**src/rtl/seq_scan_ctrl_if.sv**
```systemverilog
// Control, configuration, serial data and status bundle for seq_scan_ctrl.
interface seq_scan_ctrl_if #(
  parameter int PW = 4,
  parameter int CW = 4
);
  logic          start;
  logic          abort;
  logic [PW-1:0] cfg_pat;
  logic [2:0]    cfg_len;
  logic          cfg_ovl;
  logic [CW-1:0] cfg_max;
  logic          din;
  logic          din_vld;
  logic          busy;
  logic          done;
  logic          hit;
  logic [CW-1:0] cnt;
  logic [1:0]    st;

  modport master (
    output start, abort, cfg_pat, cfg_len, cfg_ovl, cfg_max, din, din_vld,
    input  busy, done, hit, cnt, st
  );

  modport slave (
    input  start, abort, cfg_pat, cfg_len, cfg_ovl, cfg_max, din, din_vld,
    output busy, done, hit, cnt, st
  );
endinterface

```
**src/rtl/seq_scan_ctrl.sv**
```systemverilog
// Serial bit-pattern scanner: counts matches of a latched pattern in a din stream,
// with optional overlap, match-count stop and abort. State advances on falling ck.
module seq_scan_ctrl #(
  parameter int PW = 4,
  parameter int CW = 4
) (
  input logic            ck,
  input logic            rs,
  seq_scan_ctrl_if.slave bus
);

  localparam int LW = $clog2(PW + 1);

  typedef enum logic [1:0] {
    IDLE = 2'b00,
    LOAD = 2'b01,
    SCAN = 2'b10,
    DONE = 2'b11
  } state_e;

  state_e        state_q, state_d;
  logic [PW-1:0] pat_q, pat_d;
  logic [LW-1:0] len_q, len_d;
  logic          ovl_q, ovl_d;
  logic [CW-1:0] max_q, max_d;
  logic [PW-1:0] sr_q, sr_d;
  logic [LW-1:0] nb_q, nb_d;
  logic [CW-1:0] cnt_q, cnt_d;
  logic          hit_q, hit_d;
  logic          done_q, done_d;

  logic [31:0]   len_ext;
  logic [LW-1:0] eff_len;
  logic [PW-1:0] mask;
  logic [PW-1:0] sr_shift;
  logic [LW-1:0] nb_inc;
  logic [CW-1:0] cnt_inc;
  logic          match;

  // Out-of-range lengths (0 or wider than the shift register) fall back to PW.
  always_comb begin
    len_ext = {29'b0, bus.cfg_len};
    if (len_ext != 32'd0 && len_ext <= 32'(PW)) eff_len = LW'(len_ext);
    else                                        eff_len = LW'(PW);
  end

  always_comb begin
    mask = '0;
    for (int unsigned i = 0; i < PW; i++) mask[i] = (i < 32'(len_q));
  end

  assign sr_shift = {sr_q[PW-2:0], bus.din};
  assign nb_inc   = (nb_q == LW'(PW)) ? nb_q : nb_q + LW'(1);
  assign cnt_inc  = (cnt_q == '1) ? cnt_q : cnt_q + CW'(1);
  assign match    = (nb_inc >= len_q) && (((sr_shift ^ pat_q) & mask) == '0);

  always_comb begin
    state_d = state_q;
    pat_d   = pat_q;
    len_d   = len_q;
    ovl_d   = ovl_q;
    max_d   = max_q;
    sr_d    = sr_q;
    nb_d    = nb_q;
    cnt_d   = cnt_q;
    hit_d   = 1'b0;
    done_d  = 1'b0;
    case (state_q)
      IDLE: if (bus.start) state_d = LOAD;
      LOAD: begin
        pat_d   = bus.cfg_pat;
        len_d   = eff_len;
        ovl_d   = bus.cfg_ovl;
        max_d   = bus.cfg_max;
        sr_d    = '0;
        nb_d    = '0;
        cnt_d   = '0;
        state_d = SCAN;
      end
      SCAN: begin
        // Abort discards any bit presented on the same edge.
        if (bus.abort) begin
          state_d = DONE;
          done_d  = 1'b1;
        end else if (bus.din_vld) begin
          sr_d = sr_shift;
          nb_d = (match && !ovl_q) ? '0 : nb_inc;
          if (match) begin
            hit_d = 1'b1;
            cnt_d = cnt_inc;
            if (max_q != '0 && cnt_inc == max_q) begin
              state_d = DONE;
              done_d  = 1'b1;
            end
          end
        end
      end
      DONE: state_d = IDLE;
      default: state_d = IDLE;
    endcase
  end

  always_ff @(negedge ck or posedge rs) begin
    if (rs) begin
      state_q <= IDLE;
      pat_q   <= '0;
      len_q   <= '0;
      ovl_q   <= 1'b0;
      max_q   <= '0;
      sr_q    <= '0;
      nb_q    <= '0;
      cnt_q   <= '0;
      hit_q   <= 1'b0;
      done_q  <= 1'b0;
    end else begin
      state_q <= state_d;
      pat_q   <= pat_d;
      len_q   <= len_d;
      ovl_q   <= ovl_d;
      max_q   <= max_d;
      sr_q    <= sr_d;
      nb_q    <= nb_d;
      cnt_q   <= cnt_d;
      hit_q   <= hit_d;
      done_q  <= done_d;
    end
  end

  assign bus.busy = (state_q == LOAD) || (state_q == SCAN);
  assign bus.done = done_q;
  assign bus.hit  = hit_q;
  assign bus.cnt  = cnt_q;
  assign bus.st   = state_q;

endmodule

```
**src/flat_wrapper.sv**
```systemverilog
// flat-port wrapper written by rule: the top's interface ports become plain ports
module seq_scan_ctrl_flat 
#(
  parameter int PW = 4,
  parameter int CW = 4
)
  (ck, rs, bus_start, bus_abort, bus_cfg_pat, bus_cfg_len, bus_cfg_ovl, bus_cfg_max, bus_din, bus_din_vld, bus_busy, bus_done, bus_hit, bus_cnt, bus_st);
  seq_scan_ctrl_if #(.PW(PW), .CW(CW)) bus_i ();
  input logic ck;
  input logic rs;
  input wire logic [$bits(bus_i.start)-1:0] bus_start;
  input wire logic [$bits(bus_i.abort)-1:0] bus_abort;
  input wire logic [$bits(bus_i.cfg_pat)-1:0] bus_cfg_pat;
  input wire logic [$bits(bus_i.cfg_len)-1:0] bus_cfg_len;
  input wire logic [$bits(bus_i.cfg_ovl)-1:0] bus_cfg_ovl;
  input wire logic [$bits(bus_i.cfg_max)-1:0] bus_cfg_max;
  input wire logic [$bits(bus_i.din)-1:0] bus_din;
  input wire logic [$bits(bus_i.din_vld)-1:0] bus_din_vld;
  output wire logic [$bits(bus_i.busy)-1:0] bus_busy;
  output wire logic [$bits(bus_i.done)-1:0] bus_done;
  output wire logic [$bits(bus_i.hit)-1:0] bus_hit;
  output wire logic [$bits(bus_i.cnt)-1:0] bus_cnt;
  output wire logic [$bits(bus_i.st)-1:0] bus_st;
  assign bus_i.start = bus_start;
  assign bus_i.abort = bus_abort;
  assign bus_i.cfg_pat = bus_cfg_pat;
  assign bus_i.cfg_len = bus_cfg_len;
  assign bus_i.cfg_ovl = bus_cfg_ovl;
  assign bus_i.cfg_max = bus_cfg_max;
  assign bus_i.din = bus_din;
  assign bus_i.din_vld = bus_din_vld;
  assign bus_busy = bus_i.busy;
  assign bus_done = bus_i.done;
  assign bus_hit = bus_i.hit;
  assign bus_cnt = bus_i.cnt;
  assign bus_st = bus_i.st;
  seq_scan_ctrl #(.PW(PW), .CW(CW)) u_core (.ck(ck), .rs(rs), .bus(bus_i));
endmodule
```
**config.mk**
```make
export PLATFORM = sky130hd
export DESIGN_NAME = seq_scan_ctrl_flat
export DESIGN_NICKNAME = d
export VERILOG_FILES = /design/src/rtl/seq_scan_ctrl_if.sv /design/src/rtl/seq_scan_ctrl.sv /design/src/flat_wrapper.sv
export SDC_FILE = /design/constraint.sdc
export NUM_CORES = 1
export LEC_CHECK = 0
export CAP_MARGIN = 10
export CORE_MARGIN = 1.5
export CORE_UTILIZATION = 47
export CTS_CLUSTER_SIZE = 28
export DETAILED_ROUTE_END_ITERATION = 8
export GPL_TIMING_DRIVEN = 0
export PLACE_DENSITY = 0.75
export SYNTH_ARGS = -nofsm -noshare
export SYNTH_HDL_FRONTEND = slang
export SYNTH_SLANG_ARGS = --single-unit
```
**constraint.sdc**
```tcl
create_clock -name ck -period 2.31 [get_ports ck]
set_input_delay 0.462 -clock ck [delete_from_list [all_inputs] [get_ports ck]]
set_output_delay 0.462 -clock ck [all_outputs]
set_load 0.01 [all_outputs]
```
==> results of run 1 <==
per-stage QoR:
| step | util | instances | total power [mW] | setup slack [ns] | setup TNS (ns) |
|---|---|---|---|---|---|
| after global routing | 0.691 | 242 | 2.40 | -0.531 | -5.21 |
| after CTS | 0.666 | 239 | 2.11 | -0.486 | -4.39 |
| after global placement | 0.607 | 221 | 1.74 | -1.14 | -27.38 |
| after detailed placement | 0.607 | 221 | 1.79 | -1.16 | -28.68 |
| after floorplan | - | 151 | 1.50 | -0.495 | -2.35 |
| final | 0.691 | 242 | 2.24 | -0.480 | -4.51 |
power groups by stage:
stage / logic, mW / registers (mW) / clock network, mW
6_report: 1.25 / 0.790 / 0.194
5_1_grt: 1.37 / 0.811 / 0.216
2_1_floorplan: 0.729 / 0.772 / 0
3_5_place_dp: 0.996 / 0.797 / 0
4_1_cts: 1.13 / 0.782 / 0.198
3_3_place_gp: 0.949 / 0.788 / 0
final timing paths:
| check | startpoint | end | cells after the start |
|---|---|---|---|
| worst max register to register | u_core.nb_q[0] | u_core.bus.st[1] | 11 |
| worst max-delay path | u_core.bus.st[1] | bus_busy | 3 |
| worst min-delay path | u_core.nb_q[1] | u_core.nb_q[1] | 2 |
| min in group asynchronous | rs | u_core.bus.hit | 2 |
| max in group asynchronous | rs | u_core.len_q[2] | 2 |
| worst min register to register | u_core.nb_q[1] | u_core.nb_q[1] | 2 |
worst max-delay path, delay by kind of cell (launching register included):
family | cells | cell delay, ns
buffers and inverters | 2 | 0.15
adder cells (fa/ha/maj) | 1 | 0.27
flip-flops | 1 | 0.44
logic make-up after synthesis:
| logic type | after synthesis | share of synthesized area |
|---|---|---|
| AOI/OAI and AO/OA | 28 | 0.110 |
| xor gates and xnor gates | 6 | 0.0349 |
| adders and majority gates | 11 | 0.0914 |
| buffers and inverters | 16 | 0.0399 |
| DFF | 26 | 0.432 |
| muxes | 20 | 0.147 |
| and+or+nand+nor | 44 | 0.145 |
flip-flops by register name, summed over array words and instances (netlist names):
signal	count
u_core.bus.st	2
u_core.bus.cnt	4
u_core.bus.hit	1
u_core.max_q	4
u_core.ovl_q	1
u_core.nb_q	3
u_core.len_q	3
u_core.sr_q	3
u_core.pat_q	4
u_core.bus.done	1
layout make-up:
type | instances | area (um^2) | share of cell area
plain buffers | 2 | 8.76 | 0.00415
clock buffers | 3 | 22.5 | 0.0107
flip-flops and latches | 26 | 651 | 0.308
well taps | 44 | 55.1 | 0.0261
repair buffers | 44 | 394 | 0.187
inverters | 14 | 56.3 | 0.0267
multi-input cells | 109 | 922 | 0.437
layer usage:
layer,vias to the layer above,global-route usage
li1,616,-
met1,631,0.243
met2,27,0.352
met3,5,0.0284
met4,0,0.0603
met5,-,0
synthesized netlist by cell type (all sizes together), types with 2 or more instances:
cell    count
nor3        3
xor2        3
xnor2       3
o21ai      12
nand3       2
o22ai       2
mux2       11
dfrtn      26
nor2       11
ha         11
nand2      18
mux2i       9
nor3b       2
a21oi       9
inv        14
nand2b      2
timing repair:
item | CTS | global route
endpoints found under the setup margin | 51 | 20
resized for setup | 75 | 14
buffers inserted | 16 | 4
pin swaps | 12 | 8
gates cloned | 0 | 0
==> metrics.md, run 1 <==
| Metric | Value |
|---|---|
| Outcome | complete, but fails checks |
| Violated checks | setup timing |
| Port bufs | 26 |
| Slew Limit Fails | 0 |
| Reg2reg setup slack | -0.20 ns |
| RSZ-0062 raised after global routing | true |
| Static leakage | approximately 0.97 nW |
| WL final | 3210 um |
| Actual slew at the worst max-slew pin | 0.561 ns |
| Register area share after synthesis | 0.432 |
| Metal3 WL | a little over 100 um |
| Commonest non-fill, non-tap cell in the layout | dfrtn_1 |
| Die area | between 3000 and 4000 um^2 |
| Placed cell area | roughly 1900 um^2 |
| Vias/cell | roughly 5.3 |
| Synthesized netlist cell count | roughly 150 |
| Clk sink count | 26 |
| Top FF cell, synth | dfrtn_1 |
| Global-route usage over all layers | 0.197 |
| Max-Cap Viols | 0 |
| Root Driver | clkbuf_4 |
| Most frequent cells in the layout | dfrtn_1, nand2_1, buf_4 |
| Hold-fix buffers, CTS | 0 |
| Hold crit path type | reg2reg |
| Yosys top cell area share | 0.432 |
| WL met1 | ~1400 um |
| Cell Rows | 20 |
| Final hold violations | 0 |
| Worst EP arrival | roughly 2.3 ns |
| Endpoints failing setup | 18 |
| Initial Util | 0.493 |
| DR iter-0 viols | 43 |
| Net Switching | just under 900 uW |
| DRC | 0 |
| PnR worst setup slack | -0.480 ns |
| P_int | 1.36 mW |
| Power Density | ~1100 nW/um^2 |
| Synth Register Bits | 26 |
| Vias in the first global route | 1,254 |
| Slowest cell on crit path | dfrtn_1 |
| Total number of yosys warnings | 0 |
| Setup CP Type | reg2out |
| Core area | about 3100 um^2 |
| CP Launch Type | flip-flop |
| H-Tree Depth | 1 |
| Synth top area cells | dfrtn_1, ha_1, mux2_2 |
| Req. time, crit path | about 1.9 ns |
| P&R area growth vs syn | 40.0% |
| First-pass GRT wire length | ~5300 um |
| Total grt overflow | 0 |
| Chip width | between 50 and 60 um |
| GPL Wtd Cong | approximately 0.76 |
| Peak VDD IR | 0.703 mV |
| Largest net degree at the start of global routing | 27 |
| Crit path capture type | primary output |
| Sequential share of power | 0.353 |
| Area leader, netlist | dfrtn_1 |
| Finished Cell Area | about 2100 um^2 |
| Clk network pwr share | 0.087 |
| Largest stage delay, worst path | roughly 0.44 ns |
| Cell Area, Synth | 1510 um^2 |
| Post-synth EDFFs | 0 |
| Io pins | 27 |
| Switching Fraction | 0.390 |
| Crit Path Max Fanout | 2 |
| WL per Instance | 13.3 um |
| Die height | between 50 and 60 um |
| Post-synth cell types | 32 |
| Post-Syn Area per Cell | roughly 10 um^2 |
| # diodes | 0 |
| Combinational share of power | 0.560 |
| Clock transition at path regs | ~0.090 ns |
| Fin Hold WS | 0.466 ns |
| Top Metal Used | met4 |
| Met2 wire length | approximately 1700 um |
| CTS tree | built |
| Deepest clock path buffer count | 2 |
| Clock skew | between 0.002 and 0.003 ns |
| CP Cell Sequence | inv_2 -> ha_4 -> buf_6 |
| Worst slew margin | 0.625 |
| Filler cell count | between 200 and 250 |
| Initial antenna violation count | 0 |
| DP HPWL | roughly 2200 um |
| TritonCTS Buffers | 3 |
| Clock Latency Late Sink | between 0.3 and 0.4 ns |
| Synthesized Nets | 180 |
| Vias after detailed routing | 1,279 |
| Async SR Flop Fraction | 1.00 |
| Share of cells above drive strength 1 | 0.359 |
| Post-route ant nets | 0 |
| First drt pass iteration count | 6 |
| Nets | 229 |
Power figures use the tool's default switching activity.
==> inputs of run 2 (changes only) <==
CTS_CLUSTER_SIZE = 24   (was 28)
==> results of run 2 <==
Final layout, timing and power as in run 1 (identical DEF).
==> inputs of run 3 (changes only) <==
RECOVER_POWER = 100   (was unset)
SKIP_LAST_GASP = 1   (was unset)
==> metrics.md, run 3 (synthesized netlist as in run 1, its figures left out) <==
| Metric | Value |
|---|---|
| Outcome | complete, but fails checks (unchanged) |
| Max-Cap Viols | 0 (unchanged) |
| Clock skew | 0.00692 ns (was 0.00288 ns) |
| Post-route ant nets | 0 (unchanged) |
| Crit Path Max Fanout | 2 (unchanged) |
| Slew Limit Fails | 0 (unchanged) |
| Nets | 229 (unchanged) |
| Most frequent cells in the layout | dfrtn_1, nand2_1, buf_4 (unchanged) |
| Share of cells above drive strength 1 | 0.354 (was 0.359) |
| Worst slew margin | 0.625 (about the same) |
| Switching Fraction | 0.394 (was 0.390) |
| Reg2reg setup slack | -0.20 ns (about the same) |
| DR iter-0 viols | 50 (was 43) |
| Initial Util | 0.493 (unchanged) |
| Hold-fix buffers, CTS | 0 (unchanged) |
| Clk network pwr share | 0.088 (was 0.087) |
| PnR worst setup slack | -0.486 ns (was -0.480 ns) |
| Clock Latency Late Sink | 0.32 ns (was 0.31 ns) |
| Net Switching | 885 uW (was 871 uW) |
| First drt pass iteration count | 4 (was 6) |
| Die height | 59.6 um (unchanged) |
| Filler cell count | 229 (unchanged) |
| DP HPWL | 2240 um (unchanged) |
| Vias after detailed routing | 1,268 (was 1,279) |
| Crit path from | u_core.bus.st[1] (unchanged) |
| Hold crit path type | reg2reg (unchanged) |
| Root Driver | clkbuf_4 (unchanged) |
| Setup CP Type | reg2out (unchanged) |
| Core area | 3050 um^2 (unchanged) |
| First-pass GRT wire length | 5350 um (was 5290 um) |
| Global-route usage over all layers | 0.200 (was 0.197) |
| Worst EP arrival | 2.33 ns (about the same) |
| CTS tree | built (unchanged) |
| P_int | 1.36 mW (about the same) |
| Total grt overflow | 0 (unchanged) |
| Port bufs | 26 (unchanged) |
| Initial antenna violation count | 0 (unchanged) |
| # diodes | 0 (unchanged) |
| WL per Instance | 13.7 um (was 13.3 um) |
| Io pins | 27 (unchanged) |
| H-Tree Depth | 1 (unchanged) |
| HP Start | u_core.nb_q[1] (unchanged) |
| Sequential share of power | 0.351 (was 0.353) |
| Endpoints failing setup | 18 (unchanged) |
| Combinational share of power | 0.561 (was 0.560) |
| Die area | 3550 um^2 (unchanged) |
| Cell Rows | 20 (unchanged) |
| Final hold violations | 0 (unchanged) |
| Largest net degree at the start of global routing | 27 (unchanged) |
| Clk sink count | 26 (unchanged) |
| Clock transition at path regs | 0.09 ns (about the same) |
| Vias in the first global route | 1,244 (was 1,254) |
| DRC | 0 (unchanged) |
| GPL Wtd Cong | 0.762 (unchanged) |
| WL final | 3320 um (was 3210 um) |
| Static leakage | 0.974 nW (about the same) |
| Req. time, crit path | 1.85 ns (about the same) |
| Chip width | 59.6 um (unchanged) |
| Worst reg2reg startpoint | u_core.nb_q[0] (unchanged) |
| Commonest non-fill, non-tap cell in the layout | dfrtn_1 (unchanged) |
| RSZ-0062 raised after global routing | true (unchanged) |
| Crit path capture type | primary output (unchanged) |
| Actual slew at the worst max-slew pin | 0.561 ns (about the same) |
| Deepest clock path buffer count | 2 (unchanged) |
| Peak VDD IR | 0.759 mV (was 0.703 mV) |
| CP Launch Type | flip-flop (unchanged) |
| Place WS | -1.16 ns (unchanged) |
| Violated checks | setup timing (unchanged) |
| Power Density | 1070 nW/um^2 (was 1060 nW/um^2) |
| TritonCTS Buffers | 3 (unchanged) |
| Vias/cell | 5.24 (was 5.29) |
| Setup TNS Final | -4.51 ns (about the same) |
| P&R area growth vs syn | 39.9% (was 40.0%) |
-- run 3: cell count changes in the layout (fill, tap and decap cells not counted), sizes merged --
cell | before | now
dlygate4sd3 | 0 | 7
clkdlybuf4s50 | 11 | 4
-- run 3: worst paths after layout --
path,to,depth (start not counted)
hold / removal,u_core.nb_q[1],2
hold reg to reg,u_core.nb_q[1],2
min in group asynchronous,u_core.bus.hit,2
setup / recovery,bus_busy,3
setup reg to reg,u_core.bus.st[1],11
max in group asynchronous,u_core.sr_q[2],2
-- run 3: cell type report --
class	instances	area [um^2]	area share
multi-input cells	109	920	0.436
flip-flops and latches	26	651	0.309
repair buffers	44	394	0.187
inverters	14	56.3	0.0267
well taps	44	55.1	0.0261
clock buffers	3	22.5	0.0107
plain buffers	2	8.76	0.00416
-- run 3: routing by layer --
layer,wire length (um),share of wire,vias to the layer above,global-route usage
met2,1750,0.53,26,0.364
met5,0,0,-,0
li1,-,-,616,-
met4,49,0.015,0,0.0571
met1,1430,0.43,619,0.245
met3,89,0.027,7,0.0284
-- run 3: timing repair --
action | in CTS | in global routing
resized for setup | 74 | 14
setup buffers | 16 | 4
setup endpoints to repair | 51 | 20
pin swaps | 12 | 8
-- run 3: power groups by stage --
stage	registers, mW	logic, mW	clock network (mW)
after floorplan	0.772	0.729	0
after global placement	0.788	0.949	0
after detailed placement	0.797	0.996	0
after CTS	0.782	1.13	0.198
after global routing	0.810	1.38	0.217
final	0.789	1.26	0.197
-- run 3: worst max-delay path: stages (launching register included) --
cell and delay [ns]:
dfrtn_1 0.45, inv_2 0.06, ha_4 0.27, buf_6 0.09
-- run 3: metrics by stage --
step / total power, mW / hold slack, ns / cell area, um^2 / instances / utilization
3_5_place_dp: 1.79 / 0.464 / 1850 / 221 / 0.607
3_3_place_gp: 1.74 / 0.457 / 1850 / 221 / 0.607
4_1_cts: 2.11 / 0.472 / 2030 / 239 / 0.665
6_report: 2.25 / 0.466 / 2110 / 242 / 0.690
5_1_grt: 2.40 / 0.502 / 2110 / 242 / 0.690
2_1_floorplan: 1.50 / 0.436 / 1540 / 151 / -
